[src/rtl/uart_pkg.sv]
// uart_pkg: state encodings and oversampling constants
// shared by the UART core and its tick generator.
package uart_pkg;

  localparam int OVS        = 16;
  localparam int OVS_MID    = 8;
  localparam int DATA_W_MIN = 5;
  localparam int DATA_W_MAX = 9;

  typedef enum logic [2:0] {
    TX_IDLE,
    TX_START,
    TX_DATA,
`ifdef UART_PARITY_EN
    TX_PAR,
`endif
    TX_STOP
  } tx_state_e;

  typedef enum logic [2:0] {
    RX_IDLE,
    RX_START,
    RX_DATA,
`ifdef UART_PARITY_EN
    RX_PAR,
`endif
    RX_STOP
  } rx_state_e;

endpackage

[src/rtl/uart_baud_tick.sv]
// uart_baud_tick: 16x oversample tick, one clk wide every baud_div+1 clks.
// Ports: clk, rst, baud_div (reload value), tick16 (out).
module uart_baud_tick #(
  parameter int DIV_W = 16
) (
  input  logic             clk,
  input  logic             rst,
  input  logic [DIV_W-1:0] baud_div,
  output logic             tick16
);

  logic [DIV_W-1:0] cnt_q, cnt_d;

  // baud_div is only read at reload, so a change never cuts a period short
  always_comb begin
    tick16 = (cnt_q == '0);
    cnt_d  = tick16 ? baud_div : cnt_q - 1'b1;
  end

  always_ff @(posedge clk or posedge rst) begin
    if (rst) cnt_q <= '0;
    else     cnt_q <= cnt_d;
  end

endmodule

[src/rtl/uart_core_param.sv]
// uart_core_param: full-duplex UART, DATA_W data bits, 1/2 stop bits,
// 16x rx oversampling. Ports: clk, rst, baud_div, stop2, par_en, par_odd,
// tx_data/tx_valid/tx_ready/tx, rx/rx_data/rx_valid/rx_ready,
// rx_ferr/rx_perr/rx_ovr. Parity logic exists only with UART_PARITY_EN.
module uart_core_param
  import uart_pkg::*;
#(
  parameter int DATA_W = 8,
  parameter int DIV_W  = 16
) (
  input  logic              clk,
  input  logic              rst,
  input  logic [DIV_W-1:0]  baud_div,
  input  logic              stop2,
  input  logic              par_en,
  input  logic              par_odd,
  input  logic [DATA_W-1:0] tx_data,
  input  logic              tx_valid,
  output logic              tx_ready,
  output logic              tx,
  input  logic              rx,
  output logic [DATA_W-1:0] rx_data,
  output logic              rx_valid,
  input  logic              rx_ready,
  output logic              rx_ferr,
  output logic              rx_perr,
  output logic              rx_ovr
);

  if (DATA_W < DATA_W_MIN || DATA_W > DATA_W_MAX) begin : g_w_chk
    $error("uart_core_param: DATA_W out of range");
  end

  localparam logic [3:0] LAST_BIT = 4'(DATA_W - 1);
  localparam logic [3:0] OVS_END  = 4'(OVS - 1);
  localparam logic [3:0] MID_END  = 4'(OVS_MID - 1);

  logic tick16;

  uart_baud_tick #(.DIV_W(DIV_W)) u_tick (
    .clk      (clk),
    .rst      (rst),
    .baud_div (baud_div),
    .tick16   (tick16)
  );

  tx_state_e         tx_st_q, tx_st_d;
  logic [3:0]        tx_ovs_q, tx_ovs_d;
  logic [3:0]        tx_bit_q, tx_bit_d;
  logic [DATA_W-1:0] tx_sh_q, tx_sh_d;
  logic              tx_stop2_q, tx_stop2_d;
  logic              tx_q, tx_d;
  logic              tx_bit_end;

  rx_state_e         rx_st_q, rx_st_d;
  logic              rx_s1_q, rx_s2_q, rx_s3_q;
  logic [3:0]        rx_ovs_q, rx_ovs_d;
  logic [3:0]        rx_bit_q, rx_bit_d;
  logic [DATA_W-1:0] rx_sh_q, rx_sh_d;
  logic [DATA_W-1:0] rx_data_q, rx_data_d;
  logic              rx_valid_q, rx_valid_d;
  logic              rx_ferr_q, rx_ferr_d;
  logic              rx_ovr_q, rx_ovr_d;
  logic              rx_fall, rx_mid, rx_bit_end;

`ifdef UART_PARITY_EN
  logic tx_pen_q, tx_pen_d;
  logic tx_par_q, tx_par_d;
  logic rx_pen_q, rx_pen_d;
  logic rx_odd_q, rx_odd_d;
  logic rx_pbad_q, rx_pbad_d;
  logic rx_perr_q, rx_perr_d;
  assign rx_perr = rx_perr_q;
`else
  logic unused_par;
  assign unused_par = ^{par_en, par_odd};
  assign rx_perr    = 1'b0;
`endif

  assign tx_ready = (tx_st_q == TX_IDLE);
  assign tx       = tx_q;
  assign rx_data  = rx_data_q;
  assign rx_valid = rx_valid_q;
  assign rx_ferr  = rx_ferr_q;
  assign rx_ovr   = rx_ovr_q;

  assign tx_bit_end = tick16 && (tx_ovs_q == OVS_END);

  always_comb begin
    tx_st_d    = tx_st_q;
    tx_ovs_d   = tx_ovs_q;
    tx_bit_d   = tx_bit_q;
    tx_sh_d    = tx_sh_q;
    tx_stop2_d = tx_stop2_q;
`ifdef UART_PARITY_EN
    tx_pen_d   = tx_pen_q;
    tx_par_d   = tx_par_q;
`endif
    if (tx_st_q != TX_IDLE && tick16)
      tx_ovs_d = tx_ovs_q + 1'b1;
    case (tx_st_q)
      TX_IDLE: if (tx_valid) begin
        tx_st_d    = TX_START;
        tx_ovs_d   = '0;
        tx_bit_d   = '0;
        tx_sh_d    = tx_data;
        tx_stop2_d = stop2;
`ifdef UART_PARITY_EN
        tx_pen_d   = par_en;
        tx_par_d   = ^tx_data ^ par_odd;
`endif
      end
      TX_START: if (tx_bit_end) tx_st_d = TX_DATA;
      TX_DATA: if (tx_bit_end) begin
        tx_sh_d  = tx_sh_q >> 1;
        tx_bit_d = tx_bit_q + 1'b1;
        if (tx_bit_q == LAST_BIT) begin
          tx_bit_d = '0;
`ifdef UART_PARITY_EN
          tx_st_d  = tx_pen_q ? TX_PAR : TX_STOP;
`else
          tx_st_d  = TX_STOP;
`endif
        end
      end
`ifdef UART_PARITY_EN
      TX_PAR: if (tx_bit_end) tx_st_d = TX_STOP;
`endif
      TX_STOP: if (tx_bit_end) begin
        // tx_bit_q counts stop bits already sent
        if (tx_stop2_q && tx_bit_q == '0) tx_bit_d = 4'd1;
        else                              tx_st_d  = TX_IDLE;
      end
      default: tx_st_d = TX_IDLE;
    endcase
    // line level follows the next state so it switches with the FSM
    case (tx_st_d)
      TX_START: tx_d = 1'b0;
      TX_DATA:  tx_d = tx_sh_d[0];
`ifdef UART_PARITY_EN
      TX_PAR:   tx_d = tx_par_d;
`endif
      default:  tx_d = 1'b1;
    endcase
  end

  // a start needs a 1->0 edge, so a line held low after a break
  // cannot re-arm the receiver until it has returned high
  assign rx_fall    = rx_s3_q & ~rx_s2_q;
  assign rx_mid     = tick16 && (rx_ovs_q == MID_END);
  assign rx_bit_end = tick16 && (rx_ovs_q == OVS_END);

  always_comb begin
    rx_st_d    = rx_st_q;
    rx_ovs_d   = rx_ovs_q;
    rx_bit_d   = rx_bit_q;
    rx_sh_d    = rx_sh_q;
    rx_data_d  = rx_data_q;
    rx_valid_d = rx_valid_q;
    rx_ferr_d  = rx_ferr_q;
    rx_ovr_d   = 1'b0;
`ifdef UART_PARITY_EN
    rx_pen_d   = rx_pen_q;
    rx_odd_d   = rx_odd_q;
    rx_pbad_d  = rx_pbad_q;
    rx_perr_d  = rx_perr_q;
`endif
    if (rx_valid_q && rx_ready) rx_valid_d = 1'b0;
    if (rx_st_q != RX_IDLE && tick16)
      rx_ovs_d = rx_ovs_q + 1'b1;
    case (rx_st_q)
      RX_IDLE: if (rx_fall) begin
        rx_st_d  = RX_START;
        rx_ovs_d = '0;
        rx_bit_d = '0;
`ifdef UART_PARITY_EN
        rx_pen_d  = par_en;
        rx_odd_d  = par_odd;
        rx_pbad_d = 1'b0;
`endif
      end
      RX_START: if (rx_mid) begin
        rx_ovs_d = '0;
        rx_st_d  = rx_s2_q ? RX_IDLE : RX_DATA;
      end
      RX_DATA: if (rx_bit_end) begin
        rx_sh_d  = {rx_s2_q, rx_sh_q[DATA_W-1:1]};
        rx_bit_d = rx_bit_q + 1'b1;
        if (rx_bit_q == LAST_BIT) begin
          rx_bit_d = '0;
`ifdef UART_PARITY_EN
          rx_st_d  = rx_pen_q ? RX_PAR : RX_STOP;
`else
          rx_st_d  = RX_STOP;
`endif
        end
      end
`ifdef UART_PARITY_EN
      RX_PAR: if (rx_bit_end) begin
        rx_pbad_d = rx_s2_q ^ (^rx_sh_q) ^ rx_odd_q;
        rx_st_d   = RX_STOP;
      end
`endif
      RX_STOP: if (rx_bit_end) begin
        rx_st_d    = RX_IDLE;
        rx_data_d  = rx_sh_q;
        rx_ferr_d  = ~rx_s2_q;
        rx_valid_d = 1'b1;
        rx_ovr_d   = rx_valid_q & ~rx_ready;
`ifdef UART_PARITY_EN
        rx_perr_d  = rx_pbad_q;
`endif
      end
      default: rx_st_d = RX_IDLE;
    endcase
  end

  always_ff @(posedge clk or posedge rst) begin
    if (rst) begin
      tx_st_q    <= TX_IDLE;
      tx_ovs_q   <= '0;
      tx_bit_q   <= '0;
      tx_sh_q    <= '0;
      tx_stop2_q <= 1'b0;
      tx_q       <= 1'b1;
      rx_s1_q    <= 1'b1;
      rx_s2_q    <= 1'b1;
      rx_s3_q    <= 1'b1;
      rx_st_q    <= RX_IDLE;
      rx_ovs_q   <= '0;
      rx_bit_q   <= '0;
      rx_sh_q    <= '0;
      rx_data_q  <= '0;
      rx_valid_q <= 1'b0;
      rx_ferr_q  <= 1'b0;
      rx_ovr_q   <= 1'b0;
    end else begin
      tx_st_q    <= tx_st_d;
      tx_ovs_q   <= tx_ovs_d;
      tx_bit_q   <= tx_bit_d;
      tx_sh_q    <= tx_sh_d;
      tx_stop2_q <= tx_stop2_d;
      tx_q       <= tx_d;
      rx_s1_q    <= rx;
      rx_s2_q    <= rx_s1_q;
      rx_s3_q    <= rx_s2_q;
      rx_st_q    <= rx_st_d;
      rx_ovs_q   <= rx_ovs_d;
      rx_bit_q   <= rx_bit_d;
      rx_sh_q    <= rx_sh_d;
      rx_data_q  <= rx_data_d;
      rx_valid_q <= rx_valid_d;
      rx_ferr_q  <= rx_ferr_d;
      rx_ovr_q   <= rx_ovr_d;
    end
  end

`ifdef UART_PARITY_EN
  always_ff @(posedge clk or posedge rst) begin
    if (rst) begin
      tx_pen_q  <= 1'b0;
      tx_par_q  <= 1'b0;
      rx_pen_q  <= 1'b0;
      rx_odd_q  <= 1'b0;
      rx_pbad_q <= 1'b0;
      rx_perr_q <= 1'b0;
    end else begin
      tx_pen_q  <= tx_pen_d;
      tx_par_q  <= tx_par_d;
      rx_pen_q  <= rx_pen_d;
      rx_odd_q  <= rx_odd_d;
      rx_pbad_q <= rx_pbad_d;
      rx_perr_q <= rx_perr_d;
    end
  end
`endif

endmodule

[config.mk]
export PLATFORM = sky130hd
export DESIGN_NAME = uart_core_param
export DESIGN_NICKNAME = d
export VERILOG_FILES = /design/src/rtl/uart_pkg.sv /design/src/rtl/uart_baud_tick.sv /design/src/rtl/uart_core_param.sv
export SDC_FILE = /design/constraint.sdc
export NUM_CORES = 1
export LEC_CHECK = 0
export CAP_MARGIN = 20
export CORE_MARGIN = 2
export CORE_UTILIZATION = 30
export CTS_BUF_LIST = sky130_fd_sc_hd__clkbuf_4
export DETAILED_ROUTE_END_ITERATION = 10
export SYNTH_ARGS = -nofsm -noshare
export SYNTH_HDL_FRONTEND = slang
export SYNTH_SLANG_ARGS = --single-unit
[constraint.sdc]
create_clock -name clk -period 4.55 [get_ports clk]
set_clock_uncertainty 0.15 [all_clocks]
set_input_delay 0.455 -clock clk [delete_from_list [all_inputs] [get_ports clk]]
set_output_delay 0.455 -clock clk [all_outputs]
set_load 0.05 [all_outputs]
# == Word-level counts from Yosys, hierarchy flattened ==
# Index checks and enable logic that the tools add are counted.
# op_classes
n_eq_ne,22
muxes,41
n_reduce_logical,23
addsub,5
bitwise,4
# ops
operator,count
4-bit two-way mux,14
3-bit two-way mux,11
3-bit one-hot mux with 4 select lines,2
"2-bit != test, second input constant",9
"4-bit by 1-bit adder with 4-bit output, second input constant",4
16-bit logical NOT,1
16-bit two-way mux,1
8-bit two-way mux,2
4-bit one-hot mux with 2 select lines,2
8-bit one-hot mux with 2 select lines,1
"16-bit by 1-bit subtractor with 16-bit output, second input constant",1
"3-bit by 2-bit == test with 1-bit output, second input constant",5
"4-bit by 3-bit == test with 1-bit output, second input constant",3
4-bit one-hot mux with 3 select lines,1
5-bit AND reduction,2
"3-bit by 1-bit == test with 1-bit output, second input constant",3
3-bit nonzero test,3
"4-bit == test, second input constant",2
1-bit logical AND,7
3-bit logical NOT,2
2-bit AND reduction,3
3-bit AND reduction,2
1-bit two-way mux,5
4-bit logical NOT,1
5 further kinds,8
# word_totals
elab_cells,114
register_bits,70
output_inout_bits,14

# == Longest topological paths before layout ==
# depth
word_depth,7
mapped_depth,8
ltp_nobuf,7

# == Cells and area by module ==
# A second synthesis with hierarchy kept.
# hier_totals
cells_unflattened,320
hier_area_um2,3324.4
# by_module_without_submodules
module,instances,cells_each,area_per_inst_um2,seq_area_each_um2
uart_core_param,1,224,2448.6,1331.3
uart_baud_tick,1,96,875.8,400.4

# == Worst setup path before layout ==
# OpenSTA, ideal clock, no wires.
# synth_timing
path_type,register to register
start,register tx_st_q[1]
end,"register tx_q, in the netlist tx"
setup_slack_ns,1.593
stages_incl_launch_ff,7
n_path_buf,2
t_required_ns,4.317
setup_time_ns,0.083
t_arrival_ns,2.723
cell_sequence,dfrtp_1 -> clkbuf_1 -> nor3_1 -> and2_1 -> buf_1 -> a21oi_1 -> a41oi_1
# synth_between
elab_cells_between_ends,15
classes_between,5 x eq/ne; 9 x mux; 1 x reduce/logical
# synth_lines
element,line,text
from (decl),uart_core_param.sv:47,"tx_state_e tx_st_q, tx_st_d;"
from (signal assigned),uart_core_param.sv:238,tx_st_q <= tx_st_d;
3-bit logical NOT *,n/a,
net tx_ready,uart_core_param.sv:19,"output logic tx_ready,"
3-bit one-hot mux with 4 select lines,uart_core_param.sv:101,case (tx_st_q)
3-bit by 2-bit == test with 1-bit output or 3-bit by 1-bit == test with 1-bit output (tied branches),uart_core_param.sv:137,case (tx_st_d)
1-bit one-hot mux with 2 select lines *,uart_core_param.sv:137,
net tx_d,uart_core_param.sv:52,"logic tx_q, tx_d;"
to (signal assigned),uart_core_param.sv:243,tx_q <= tx_d;
to (decl),uart_core_param.sv:52,
# Mark *: on every way through the listed nets, which the timed path passes. The rest lies on a longest branch.
# A chain may end at the register's enable or synchronous reset.

# == Worst setup path in the final report ==
# layout_timing
start,register tx_st_q[1]
end,output port tx_ready
# layout_between
elab_chain_cells,1
# layout_rtl
element,line,text
3-bit logical NOT,uart_core_param.sv:80,assign tx_ready = (tx_st_q == TX_IDLE);
to (decl),uart_core_param.sv:19,
# Every way passes these cells.

==> results_dict.tcl <==
set metrics [dict create \
    result_of_the_run "finished clean" \
    layout_commonest_cell "dfrtp_1" \
    drv.max_cap_violation_count 0 \
    cp_max_fo 9 \
    critical-path-top-delay-family "buffers and inverters" \
    detailroute.via_count 2688 \
    finalSetupTns_ns 0 \
    power.density_nw_per_um2 372 \
    hold_path_class "flop to flop" \
    route.detailed.vias_per_inst 5.00 \
    clk_pin_slew_ns 0.11 \
    finalWirelength_mm 7.24 \
    dp_worst_setup_slack_ns 1.67 \
    cellLeakagePower_nw 1.77 \
    netSwitchingFraction_pct 27.4 \
    die_height_um 110 \
    antenna_found_initial 0 \
    worstPathCellList "nor3_1, clkdlybuf4s50_1" \
    port_buffers 42 \
    finalHoldViolCount 0 \
    yosysWarningCount 0 \
    cts_tree "built" \
    io_pins 46 \
    synthCells 351 \
    netlist_area_before_placement_um2 3400 \
    drt_first_pass_iters 4 \
    pwr-share-seq_pct 50.0 \
    number_of_flops_mapped_to_enable_cells_by_yosys 0 \
    worstRegToRegCells 6 \
    maxClockFrequency_mhz 327 \
    path_class "flop to primary output" \
    flow.area_growth_from_synthesis_pct 22.4 \
    place.detailed.instances 522 \
    route.detailed.wl_per_inst_um 13.4 \
    post_cts_hold_buffer_count 0 \
    crit_required_ns 3.94 \
    cts_buffers 9 \
    ant_nets 0 \
    synth_flop_cell "dfrtp_1" \
    power.clock.fraction_pct 36.2 \
    clkLatencyLatePin_ns 0.43 \
    clock_sinks 69 \
    switchingPower_w 0.000423 \
    placement_rows 38 \
    cpMaxStageDelayCell "clkdlybuf4s50_1" \
    critical_path_depth 2 \
    drc_marker_count_from_the_first_detailed_route_iteration 94 \
    num-nets-final 431 \
    post-cts-setup-buffer-count 0 \
    cp-end-kind "primary output" \
    yosys_register_bits 69 \
    synthArstFlopShare_pct 100 \
    combinational_power_share_pct 13.8 \
    crit_path_start_kind "flop" \
    fin_worst_hold_slack_ns 0.214 \
    global_route.overflow_total 0 \
    slew_at_the_pin_closest_to_its_max_slew_limit_ns 0.849 \
    setup_slack_ns 1.49 \
    clk_path_buf_depth 2 \
    layout-drive-gt1-share_pct 7.54 \
    final-max-slew-violation-count 0 \
    layout.cell_area.non_filler_um2 4160 \
    cp.arrival_ns 2.45 \
    total_track_usage_pct 12.4 \
    dpl-instance-area_um2 3950 \
    worst_vdd_drop_v 0.000251 \
    largest_net_degree_at_the_start_of_global_routing 42 \
    finalCriticalPeriod_ns 3.06 \
    clock_tree.htree_level_count 3 \
    finalSetupViolCount 0 \
    mostFrequentLayoutCells "dfrtp_1, nand2_1, clkdlybuf4s50_1, nor2_1, a21oi_1" \
    yosysSeqAreaShare_pct 51.0 \
    grt_pass1_vias 2659 \
    post_cts_resize_count 0 \
    period_share_pct 67.2 \
    count_of_distinct_cell_types_in_the_synthesized_netlist 55 \
    gp_routability_congestion 0.783 \
    hold_depth 0 \
    grt_first_pass_wirelength_mm 12.5 \
    initial_utilization_pct 31.1 \
    avgSynthCellArea_um2 9.68 \
    place.detailed.hpwl_mm 5.05 \
    post-route-drc-count 0 \
    layout.cells.non_filler 538 \
    core_area_um2 10900 \
    antennaDiodeCount 0 \
    floorplan.die_area_um2 12200 \
    timing.slew.headroom_pct 43.3 \
    power.internal_w 0.00112 \
    clockRootBuffer "clkbuf_4" \
    die_width_um 110 \
    crit_path_buffers_inverters 1 \
    timing.critical_path.slowest_cell_delay_ns 0.94 \
    grt_setup_unrepaired "false" \
]
## per-stage QoR
| step | utilization (%) | power, W |
|---|---|---|
| final | 38.0 | 0.00154 |
| after CTS | 38.0 | 0.00157 |
| after global placement | 36.1 | 0.000987 |
| after floorplan | - | 0.000921 |
| after global routing | 38.0 | 0.00163 |
| after detailed placement | 36.1 | 0.000997 |
## path summary, 6_finish.rpt
path                                       from               to  slack, ns
worst max-delay path                 tx_st_q[1]         tx_ready       1.49
worst min-delay path                    rx_s1_q          rx_s2_q       0.21
worst max register to register  u_tick.cnt_q[0]       rx_data[3]       1.71
worst min register to register          rx_s1_q          rx_s2_q       0.21
max in group asynchronous                   rst       rx_sh_q[7]       3.00
min in group asynchronous                   rst  u_tick.cnt_q[7]       0.37
## logic make-up after synthesis
| family | count (synthesis) | share of synthesized area [%] |
|---|---|---|
| multiplexers | 10 | 3.24 |
| XOR/XNOR | 9 | 2.32 |
| flip-flops | 69 | 51.0 |
| buffers and inverters | 23 | 2.76 |
| AO/OA/AOI/OAI | 77 | 14.7 |
| other | 1 | 0.110 |
| AND/OR/NAND/NOR | 156 | 23.7 |
| adder cells (fa/ha/maj) | 6 | 2.21 |
## Yosys cell counts (7+ instances only)
master,n,area share (%)
dfrtp_1,65,48
nand2_1,52,5.7
nor2_1,38,4.2
a21oi_1,17,2.5
nand3_1,14,2.1
o21ai_0,13,1.9
clkbuf_1,11,1.2
o21ai_1,10,1.5
inv_1,9,0.99
a22o_1,8,2.1
mux2_1,8,2.7
nor3_1,7,1.0
## layer usage
metal  track usage, %  part of all wire [%]
met5                0                     0
met4             4.00                   1.3
met3             4.88                   5.2
met2             19.3                    46
met1             15.8                    47
## worst register-to-register path: stages (launching register included)
cell     delay [ns]
dfrtp_1        0.44
inv_1          0.07
ha_1           0.28
nor4b_2        0.27
nand4_1        0.43
or3_1          0.71
mux2_1         0.39
## sequential cells by signal (all words and copies together), names as in the netlist, 3 cells and up
signal	flops
u_tick.cnt_q	16
tx_st_q	3
rx_ovs_q	4
rx_bit_q	4
rx_sh_q	8
tx_bit_q	4
tx_ovs_q	4
tx_sh_q	8
rx_data	8
## final cells by class
cell class	count	area [um^2]
Clock inverter	7	138
Sequential cell	69	1730
Fill cell	1137	6780
Multi-Input combinational cell	260	1580
Tap cell	140	175
Inverter	9	33.8
Clock buffer	9	67.6
Timing Repair Buffer	44	435
## power groups by stage
stage	logic (W)	clock network, W	registers, W
after floorplan	0.000158	0	0.000763
after global placement	0.000208	0	0.000780
after detailed placement	0.000214	0	0.000783
after CTS	0.000215	0.000578	0.000773
after global routing	0.000238	0.000607	0.000786
final	0.000213	0.000559	0.000773
No activity file was read; power rests on OpenSTA's default activity.
==> RTL change (config.mk and constraints unchanged) <==
Remove the register `tx_q`: a continuous assignment takes its place, so the output `tx` follows one clock earlier.
--- a/src/rtl/uart_core_param.sv
+++ b/src/rtl/uart_core_param.sv
@@ -223,5 +223,4 @@
       tx_sh_q    <= '0;
       tx_stop2_q <= 1'b0;
-      tx_q       <= 1'b1;
       rx_s1_q    <= 1'b1;
       rx_s2_q    <= 1'b1;
@@ -241,5 +240,4 @@
       tx_sh_q    <= tx_sh_d;
       tx_stop2_q <= tx_stop2_d;
-      tx_q       <= tx_d;
       rx_s1_q    <= rx;
       rx_s2_q    <= rx_s1_q;
@@ -255,4 +253,6 @@
     end
   end
+
+  assign tx_q = tx_d;
 
 `ifdef UART_PARITY_EN
Check against the original RTL: not equivalent (a bounded check fails within 4 cycles, from zero or initial values and one cycle with rst high).
==> RTL change against the unedited design <==
Worst setup slack lost 0.80 ns; synthesized cell count shrank 0.28%; sequential cell count shrank 1; largest cell class unchanged; power shrank 13%; critical path type unchanged; synthesized area shrank 0.77%; routed wire length shrank 1.3%; non-clock buffer count grew 1; final area shrank 2.6%; core utilization shrank 0.81 points; final cell count shrank 0.37%; die area shrank 0.74%.
==> RTL change: results (changes against the unedited design) <==
status=finished, final reports clean; logic gate share of total power=15.7% (+1.9 points); dpl cell area=0.00393 mm^2 (-0.48%); met2 Use GR=21.2% (+1.8 points); Skew-Pair Late Insertion Delay=0.41 ns (-0.02 ns); Clock buf/inv share=2.90% (-2.0 points); post-synth design cell area=0.00337 mm^2 (-0.77%); Storage cell area=0.00171 mm^2 (-1.5%); # fillers=1100 (-3.3%); wire length on met3=307 um (-19%); P per Cell Area=331 mW/mm^2 (-11%); fraction of area in multi-input gates=38.9% (+1.0 points); largest net degree at the start of global routing=36 (-14%); WL met2=3.33 mm (+0.15%); Pleak=1.72 nW (-2.6%); crit path from=u_tick.cnt_q[0]; relative slew slack=50.6% (+7.3 points); Layout non-clock buf frac=10.9% (+0.46 points); DPL Wire Length=5.10 mm (+0.83%); final hold slack=0.212 ns (-0.00231 ns); vias=2717 (+1.1%); CP max stage delay=0.83 ns (-0.11 ns); largest cells by area after synthesis=dfrtp_1 48%, nand2_1 5.8%, nor2_1 4.2%; CP Data Arrival Time=3.25 ns (+0.80 ns); met1 GRT Util=16.6% (+0.81 points)
==> RTL change: logic make-up (layout without fill, tap and decap cells) <==
kind of cell               Yosys count  count (layout)  synth area share, %
muxes                               10              10                 3.27
adders and majority gates            6               6                 2.23
AOI/OAI and AO/OA                   77              77                 14.8
xor gates and xnor gates             9               9                 2.34
buffers and inverters               23              68                 2.78
DFF                                 68              68                 50.6
and+or+nand+nor                    156             156                 23.9
other                                1               2                0.111
==> RTL change: worst max-delay path: cells and delay by family, from the launching register on <==
family,cells,cell delay [ns]
flip-flops,1,0.42
AND/OR/NAND/NOR,3,0.92
adder cells (fa/ha/maj),1,0.25
AO/OA/AOI/OAI,2,0.35
buffers and inverters,2,0.90
==> RTL change: metrics by stage <==
step / setup WS, ns / cells
CTS: 0.667 / 536
finish: 0.697 / 536
floorplan: 0.529 / 351
global route: 0.398 / 536
global placement: 1.16 / 522
detailed placement: 1.15 / 522
